<file path="src/rtl/mc_control_unit_p.sv">
// mc_control_unit_p: multicycle MIPS-style control unit (IF/ID/EX/MEM/WB FSM) with a memory-wait watchdog and retirement counter
// Ports: CLK/Reset (async active-low) clock and reset; opcode from IR; zero/sign ALU flags;
//   imem_ready/dmem_ready memory handshakes; PCWre..WR datapath strobes (RD/WR active-low);
//   PCSrc/RegDst/ALUOp datapath selects; state current FSM state; halted/illegal/bus_err sticky
//   status; instr_count retired-instruction counter.
module mc_control_unit_p #(
  parameter int OP_W = 6,
  parameter int CNT_W = 16,
  parameter int WAIT_MAX = 7
) (
  input  logic             CLK,
  input  logic             Reset,
  input  logic [OP_W-1:0]  opcode,
  input  logic             zero,
  input  logic             sign,
  input  logic             imem_ready,
  input  logic             dmem_ready,
  output logic             PCWre,
  output logic             IRWre,
  output logic             InsMemRW,
  output logic             RegWre,
  output logic             ALUSrcA,
  output logic             ALUSrcB,
  output logic             DBDataSrc,
  output logic             WrRegDSrc,
  output logic             ExtSel,
  output logic             RD,
  output logic             WR,
  output logic [1:0]       PCSrc,
  output logic [1:0]       RegDst,
  output logic [2:0]       ALUOp,
  output logic [3:0]       state,
  output logic             halted,
  output logic             illegal,
  output logic             bus_err,
  output logic [CNT_W-1:0] instr_count
);
  typedef enum logic [3:0] {
    S_IF = 4'd0, S_ID = 4'd1, S_EAL = 4'd2, S_EBR = 4'd3, S_ELS = 4'd4,
    S_MLD = 4'd5, S_MST = 4'd6, S_WAL = 4'd7, S_WLD = 4'd8, S_HALT = 4'd9
  } state_t;
  localparam int WW = $clog2(WAIT_MAX + 1);
  state_t st, nxt;
  logic [WW-1:0] wcnt;
  logic [5:0] op;
  logic hi_ok, i_add, i_sub, i_addi, i_or, i_and, i_ori, i_sll, i_slt, i_slti;
  logic i_sw, i_lw, i_beq, i_bne, i_bgtz, i_j, i_jr, i_jal, i_halt;
  logic alu, imm, br, ls, jmp, legal, taken, stall, tmo;
  logic [2:0] alu_code;
  assign op = opcode[5:0];
  // bits above the 6-bit opcode map must be zero for any opcode to decode as legal
  assign hi_ok  = (opcode >> 6) == '0;
  assign i_add  = hi_ok && op == 6'h00;
  assign i_sub  = hi_ok && op == 6'h01;
  assign i_addi = hi_ok && op == 6'h02;
  assign i_or   = hi_ok && op == 6'h10;
  assign i_and  = hi_ok && op == 6'h11;
  assign i_ori  = hi_ok && op == 6'h12;
  assign i_sll  = hi_ok && op == 6'h18;
  assign i_slt  = hi_ok && op == 6'h26;
  assign i_slti = hi_ok && op == 6'h27;
  assign i_sw   = hi_ok && op == 6'h30;
  assign i_lw   = hi_ok && op == 6'h31;
  assign i_beq  = hi_ok && op == 6'h34;
  assign i_bne  = hi_ok && op == 6'h35;
  assign i_bgtz = hi_ok && op == 6'h36;
  assign i_j    = hi_ok && op == 6'h38;
  assign i_jr   = hi_ok && op == 6'h39;
  assign i_jal  = hi_ok && op == 6'h3A;
  assign i_halt = hi_ok && op == 6'h3F;
  assign alu   = i_add | i_sub | i_addi | i_or | i_and | i_ori | i_sll | i_slt | i_slti;
  assign imm   = i_addi | i_ori | i_slti;
  assign br    = i_beq | i_bne | i_bgtz;
  assign ls    = i_sw | i_lw;
  assign jmp   = i_j | i_jal | i_jr;
  assign legal = alu | br | ls | jmp | i_halt;
  assign taken = (i_beq & zero) | (i_bne & ~zero) | (i_bgtz & ~zero & ~sign);
  assign alu_code = i_sub ? 3'b001 : (i_slt | i_slti) ? 3'b011 : i_sll ? 3'b100 :
                    (i_or | i_ori) ? 3'b101 : i_and ? 3'b110 : 3'b000;
  // stalled cycles count up; the WAIT_MAX-th consecutive stall times out
  assign stall = (st == S_IF && !imem_ready) || ((st == S_MLD || st == S_MST) && !dmem_ready);
  assign tmo   = stall && wcnt == WW'(WAIT_MAX - 1);
  always_comb begin
    nxt = S_IF;
    PCWre = 1'b0;
    IRWre = 1'b0;
    InsMemRW = 1'b0;
    RegWre = 1'b0;
    ALUSrcA = 1'b0;
    ALUSrcB = 1'b0;
    DBDataSrc = 1'b0;
    WrRegDSrc = 1'b0;
    ExtSel = 1'b0;
    RD = 1'b1;
    WR = 1'b1;
    PCSrc = 2'b00;
    RegDst = 2'b00;
    ALUOp = 3'b000;
    case (st)
      S_IF: begin
        IRWre = imem_ready;
        InsMemRW = imem_ready;
        nxt = imem_ready ? S_ID : tmo ? S_HALT : S_IF;
      end
      S_ID: begin
        nxt = jmp ? S_IF : alu ? S_EAL : br ? S_EBR : ls ? S_ELS : S_HALT;
        PCWre = jmp;
        PCSrc = (i_j | i_jal) ? 2'b11 : i_jr ? 2'b10 : 2'b00;
        RegWre = i_jal;
      end
      S_EAL: begin
        nxt = S_WAL;
        ALUSrcA = i_sll;
        ALUSrcB = imm;
        ExtSel = i_addi | i_slti;
        ALUOp = alu_code;
      end
      S_EBR: begin
        PCWre = 1'b1;
        PCSrc = taken ? 2'b01 : 2'b00;
        ExtSel = 1'b1;
        ALUOp = 3'b001;
      end
      S_ELS: begin
        nxt = i_lw ? S_MLD : S_MST;
        ALUSrcB = 1'b1;
        ExtSel = 1'b1;
      end
      S_MLD: begin
        nxt = dmem_ready ? S_WLD : tmo ? S_HALT : S_MLD;
        RD = 1'b0;
        DBDataSrc = 1'b1;
      end
      S_MST: begin
        nxt = dmem_ready ? S_IF : tmo ? S_HALT : S_MST;
        WR = 1'b0;
        PCWre = dmem_ready;
      end
      S_WAL: begin
        PCWre = 1'b1;
        RegWre = 1'b1;
        WrRegDSrc = 1'b1;
        RegDst = imm ? 2'b01 : 2'b10;
      end
      S_WLD: begin
        PCWre = 1'b1;
        RegWre = 1'b1;
        WrRegDSrc = 1'b1;
        RegDst = 2'b01;
        RD = 1'b0;
        DBDataSrc = 1'b1;
      end
      S_HALT: nxt = S_HALT;
      default: nxt = S_IF;
    endcase
  end
  always_ff @(posedge CLK or negedge Reset) begin
    if (!Reset) begin
      st <= S_IF;
      wcnt <= '0;
      illegal <= 1'b0;
      bus_err <= 1'b0;
      instr_count <= '0;
    end else begin
      st <= nxt;
      wcnt <= stall ? wcnt + 1'b1 : '0;
      illegal <= illegal | (st == S_ID && !legal);
      bus_err <= bus_err | tmo;
      instr_count <= instr_count + CNT_W'(PCWre);
    end
  end
  assign state = st;
  assign halted = st == S_HALT;
endmodule
</file>
<file path="config.mk">
export PLATFORM = sky130hd
export DESIGN_NAME = mc_control_unit_p
export DESIGN_NICKNAME = d
export VERILOG_FILES = /design/src/rtl/mc_control_unit_p.sv
export SDC_FILE = /design/constraint.sdc
export NUM_CORES = 1
export LEC_CHECK = 0
export ABC_CLOCK_PERIOD_IN_PS = 6900
export CAP_MARGIN = 20
export CORE_AREA = 2 2 79 100
export CTS_CLUSTER_SIZE = 24
export DETAILED_ROUTE_END_ITERATION = 12
export DIE_AREA = 0 0 81 102
export GPL_TIMING_DRIVEN = 1
export SYNTH_ARGS = -nofsm -noshare
export SYNTH_HDL_FRONTEND = slang
export SYNTH_SLANG_ARGS = --single-unit
</file>
<file path="constraint.sdc">
create_clock -name CLK -period 6.9 [get_ports CLK]
set_clock_uncertainty 0.05 [all_clocks]
set_input_delay 0.69 -clock CLK [delete_from_list [all_inputs] [get_ports CLK]]
set_output_delay 0.69 -clock CLK [all_outputs]
set_load 0.005 [all_outputs]
</file>
# --- After elaboration in Yosys (flattened, before gate mapping) ---
# Cells that the tools add are included.
totals:
  regBits: 25
  input_bits: 12
  out_inout_bits: 41
  elab_cells: 116
op_classes:
  n_addsub: 2
  n_eq_ne: 27
  n_mux: 35
  n_bitwise: 32
  reduce_logical: 15
op_table:
  columns: ["cell", "count"]
  rows:
  - ["6-bit equality test, second input constant", 11]
  - ["4-bit 2-to-1 mux", 10]
  - ["4-bit one-hot mux with 7 select lines", 1]
  - ["1-bit OR", 26]
  - ["6-bit by 5-bit equality test with 1-bit output, second input constant", 4]
  - ["3-bit 2-to-1 mux", 6]
  - ["16-bit by 1-bit adder with 16-bit output", 1]
  - ["4-bit by 3-bit equality test with 1-bit output, second input constant", 4]
  - ["4-bit by 2-bit equality test with 1-bit output, second input constant", 2]
  - ["4-bit equality test, second input constant", 2]
  - ["2-bit 2-to-1 mux", 4]
  - ["2-bit one-hot mux with 2 select lines", 2]
  - ["1-bit 2-to-1 mux", 7]
  - ["6-bit by 1-bit equality test with 1-bit output, second input constant", 1]
  - ["6-bit by 2-bit equality test with 1-bit output, second input constant", 1]
  - ["6-bit logical NOT", 1]
  - ["1-bit one-hot mux with 2 select lines", 3]
  - ["3-bit one-hot mux with 2 select lines", 1]
  - ["2-bit OR reduction", 3]
  - ["1-bit AND", 4]
  - ["4-bit by 1-bit equality test with 1-bit output, second input constant", 1]
  - ["1-bit logical AND", 4]
  - ["4-bit logical NOT", 1]
  - ["3-bit by 1-bit adder with 3-bit output, second input constant", 1]
  - ["other kinds (6)", 10]

# --- Logic depth before layout (Yosys ltp) ---
logic_depth:
  depth_word: 16
  mapped_depth: 10
  ltp_nobuf: 9

# --- Least setup slack after synthesis ---
# No wires, ideal clock.
synth_timing:
  kind: "input -> register"
  from: "input port opcode[2]"
  to: "register instr_count[14]"
  setup_ns: 0.079
  t_arrival_ns: 2.456
  required_time_ns: 6.771
  path_slack_ns: 4.315
  stages: 9
  n_path_buf: 1
  path_cell_list: "buf_2 > nand4b_1 > nand2b_1 > o221ai_1 > ha_1 > ha_1 > nand4_1 > nor4_1 > xor2_1"
synth_between:
  elab_chain_len: 5
  word_cells_on_any_way: 7
  cone_classes: "1 x add/sub; 3 x eq/ne; 1 x mux; 2 x bitwise"
synth_rtl:
  columns: ["element", "line", "text"]
  rows:
  - ["from (decl)", "13", "input logic [OP_W-1:0] opcode,"]
  - ["6-bit equality test, on equally long branches", "67, 69", null]
  - ["1-bit OR", "75", "assign jmp = i_j | i_jal | i_jr;"]
  - ["1-bit OR (*)", "75", null]
  - ["1-bit one-hot mux with 3 select lines (*)", "99", "case (st)"]
  - ["via PCWre", "18", "output logic PCWre,"]
  - ["16-bit by 1-bit adder with 16-bit output (*)", "169", "instr_count <= instr_count + CNT_W'(PCWre);"]
  - ["to (signal assigned)", "169", null]
  - ["to (decl)", "36", "output logic [CNT_W-1:0] instr_count"]
# The timed path passes the listed nets; every way through them passes the cells marked *.

# --- Worst setup path after layout ---
layout_timing:
  from: "input port opcode[3]"
  to: "output port PCWre"
layout_between:
  elab_chain_len: 4
  word_cells_on_any_way: 6
  cone_classes: "3 x eq/ne; 1 x mux; 2 x bitwise"
layout_rtl:
  columns: ["element", "line"]
  rows:
  - ["6-bit equality test, on equally long branches", "67, 69"]
  - ["1-bit OR", "75"]
  - ["1-bit OR (*)", "75"]
  - ["1-bit one-hot mux with 3 select lines (*)", "99"]
  - ["to (decl)", "18"]
# Every way passes the cells marked *; elsewhere a longest branch is shown, timed or not.

==> results.yml <==
outcome:
  result_of_the_run: "finished, final reports clean"
synth:
  synth_area_mm2: 0.001698
  post-synth-top-area-cell: "dfrtp_1"
  synthMostInstantiatedCell: "dfrtp_1"
  synth.top_cells.by_count: "dfrtp_1, nor2_1, nand2_1"
  synthesized_area_fraction_occupied_by_xor_and_xnor_cells: 0.07738
  synth_sequential_area_ratio: 0.3685
  synth-adder-area-share: 0.03537
  yosys-top-cells-area: "dfrtp_1, nor2_1, xnor2_1"
  complex_gate_fraction_of_the_synthesized_area: 0.1437
  flip_flop_cell_with_the_highest_count_after_synthesis: "dfrtp_1"
  synth_enable_flop_cells: 0
  synth.lib_cells_used.distinct: 55
  synth-seq-cells: 25
  yosys.area_share.simple: 0.3220
  synth_top_family_by_area: "simple AND/OR/NAND/NOR gates"
  netlist_instances: 187
  post_synth_net_total: 203
  synth.yosys.warnings: 0
  synth_top_area_frac: 0.3685
  post_synthesis_async_set_or_reset_flop_share: 1.000
  muxShareOfSynthArea: 0.01179
  post_synthesis_area_per_instance_um2: 9.080
final_layout:
  final_cells: 326
  area.sequential_um2: 625.6
  post-route-util: 0.3207
  nNetsFinal: 251
  n_antenna_cell: 0
  area_growth_from_synthesis_to_layout_pct: 37.29
  stdcell_area_mm2: 0.002331
  final.fill_count: 790
  multi_input_area_mm2: 0.001002
  fraction_of_layout_cells_with_a_size_suffix_above_1: 0.05128
critical_path:
  worst-endpoint-required_ns: 6.16
  critical_path.max_stage_delay_ns: 0.76
  timing.critical_path.mode_cell: "clkdlybuf4s50_1"
  worstSetupPathType: "input pin to primary output"
  crit_slowest_cell: "clkdlybuf4s50_1"
  critical_path.endpoint_type: "primary output"
  path_cells: "clkdlybuf4s50_1, nand4b_1, nand2b_1, o221ai_1, clkdlybuf4s50_1"
  critPathArrivalTime_ns: 2.85
  critical_path.max_fanout: 14
  crit_path_start_kind: "input pin"
clock_network:
  clk_pin_slew_ns: 0.08
  clock_root_buffer: "clkbuf_8"
  cts_num_sinks: 25
  cts_hold_repair.buffers: 0
  clkLatencyLatePin_ns: 0.26
  cts.repair.resized: 0
  cts-root-to-sink-buffers: 2
  cts_buf_count: 3
  post_cts_repair_setup_buffers: 0
  htree_levels: 1
  tritoncts: "done"
route:
  routed_via_density: 4.696
  wl_um: 4239
  detail_route.first_pass.iterations: 4
  num_vias: 1531
  post_drt_wl_per_cell_um: 13.00
  drtIter0Drc: 91
  drt.antenna.violating_nets: 0
  remaining_drc_errors: 0
sta:
  timing.final.setup_violations: 0
  timing.max_slew.rel_slack: 0.6303
  timing_worst_slew_pin_value_ns: 0.5546
  min_period_over_period: 0.5198
  rsz0062_at_grt: "no"
  hold_vio_cnt_final: 0
  finalWorstPathRequiredPeriod_ns: 3.587
  fin_worst_hold_slack_ns: 0.4145
  setup_tns_ns: 0
  clock.fmax_mhz: 278.8
  slew_violations: 0
placed_design:
  dp.cells: 322
  hpwl_um: 3269
  dpl-instance-area_mm2: 0.002286
  globalplace.congestion: 0.7810
  io_buffers: 52
die:
  num_io_pins: 53
  die-area_mm2: 0.008262
  fp-row-count: 35
  start_util: 0.2336
  die_height_um: 102
  die_width_um: 81
  floorplan.core_area_mm2: 0.007269
grt:
  number_of_antenna_violations_at_the_first_check_in_global_routing: 0
  total_track_usage: 0.1057
  grt-ovfl-total: 0
  grt_first_pass_wirelength_um: 7203
  largest_net_degree_at_the_start_of_global_routing: 26
  grt_pass1_vias: 1563
worst_hold_path:
  hold_class: "flip-flop to flip-flop"
power_and_ir_drop:
  ir_drop_uv: 131.8
  total_leakage_power_uw: 0.0009244
  power_density_mw_per_mm2: 262.1
job:
  cap_viol_max_count: 0
==> registers in the layout, summed over array words and instances, names as in the netlist <==
name / count
state: 4
instr_count: 16
bus_err: 1
wcnt: 3
illegal: 1
==> placed cells by master (no fill, tap or decap), types with 3 or more instances in the layout <==
cell,Yosys,final
clkdlybuf4s50_1,0,52
dfrtp_1,25,25
nor2_1,19,19
nand2_1,12,12
nand2b_1,9,9
nand3_1,9,9
xnor2_1,8,8
o21ai_0,7,7
xor2_1,7,7
a21oi_1,5,5
nand4_1,5,5
nor2b_1,5,5
inv_1,4,4
nor3_1,4,4
ha_1,4,4
or3_1,3,3
or2_0,3,3
o32ai_1,3,3
nor3b_1,3,3
clkbuf_8,0,3
==> power by group <==
group / switching (uW) / internal (uW)
clock network: 45.3 / 41.3
registers: 65.1 / 175
logic: 114 / 171
total: 224 / 387
==> layer usage <==
metal,GRT usage,wire length [um],vias up
met1,0.1336,1905,726
met3,0.01678,211,2
met5,0,0,-
li1,-,-,764
met4,0.02216,15,0
met2,0.1888,2107,39
==> final timing paths <==
path,from,to,slack (ns),cells after the start
worst max register to register,state[0],instr_count[14],4.14,8
worst max-delay path,opcode[3],PCWre,3.31,5
min in group asynchronous,Reset,instr_count[7],0.72,2
max in group asynchronous,Reset,state[2],5.84,2
worst min register to register,wcnt[0],wcnt[0],0.41,1
worst min-delay path,wcnt[0],wcnt[0],0.41,1
==> critical path: cells and delay by family <==
family	cells	cell delay (ns)
AOI/OAI and AO/OA	1	0.35
buffers and inverters	2	1.34
and+or+nand+nor	2	0.46
==> layout make-up <==
| type | instances | area share |
|---|---|---|
| repair buffers | 53 | 0.2265 |
| flip-flops and latches | 25 | 0.2684 |
| clock buffers | 4 | 0.01932 |
| multi-input cells | 148 | 0.4300 |
| well taps | 92 | 0.04938 |
| inverters | 4 | 0.006441 |
==> per-stage QoR <==
stage	power [uW]	worst slack, ns
after detailed placement	529.2	3.328
after global placement	527.2	3.366
after global routing	662.3	3.157
final	610.9	3.313
after floorplan	382.2	4.315
after CTS	616.6	3.307
==> logic make-up (layout without fill, tap and decap cells) <==
kind of cell	count (synthesis)	in the layout
buffers and inverters	14	61
multiplexers	2	2
adder cells (fa/ha/maj)	5	5
AND/OR/NAND/NOR	92	92
XOR/XNOR	15	15
flip-flops	25	25
AO/OA/AOI/OAI	34	34
No activity file was read; power rests on OpenSTA's default activity.
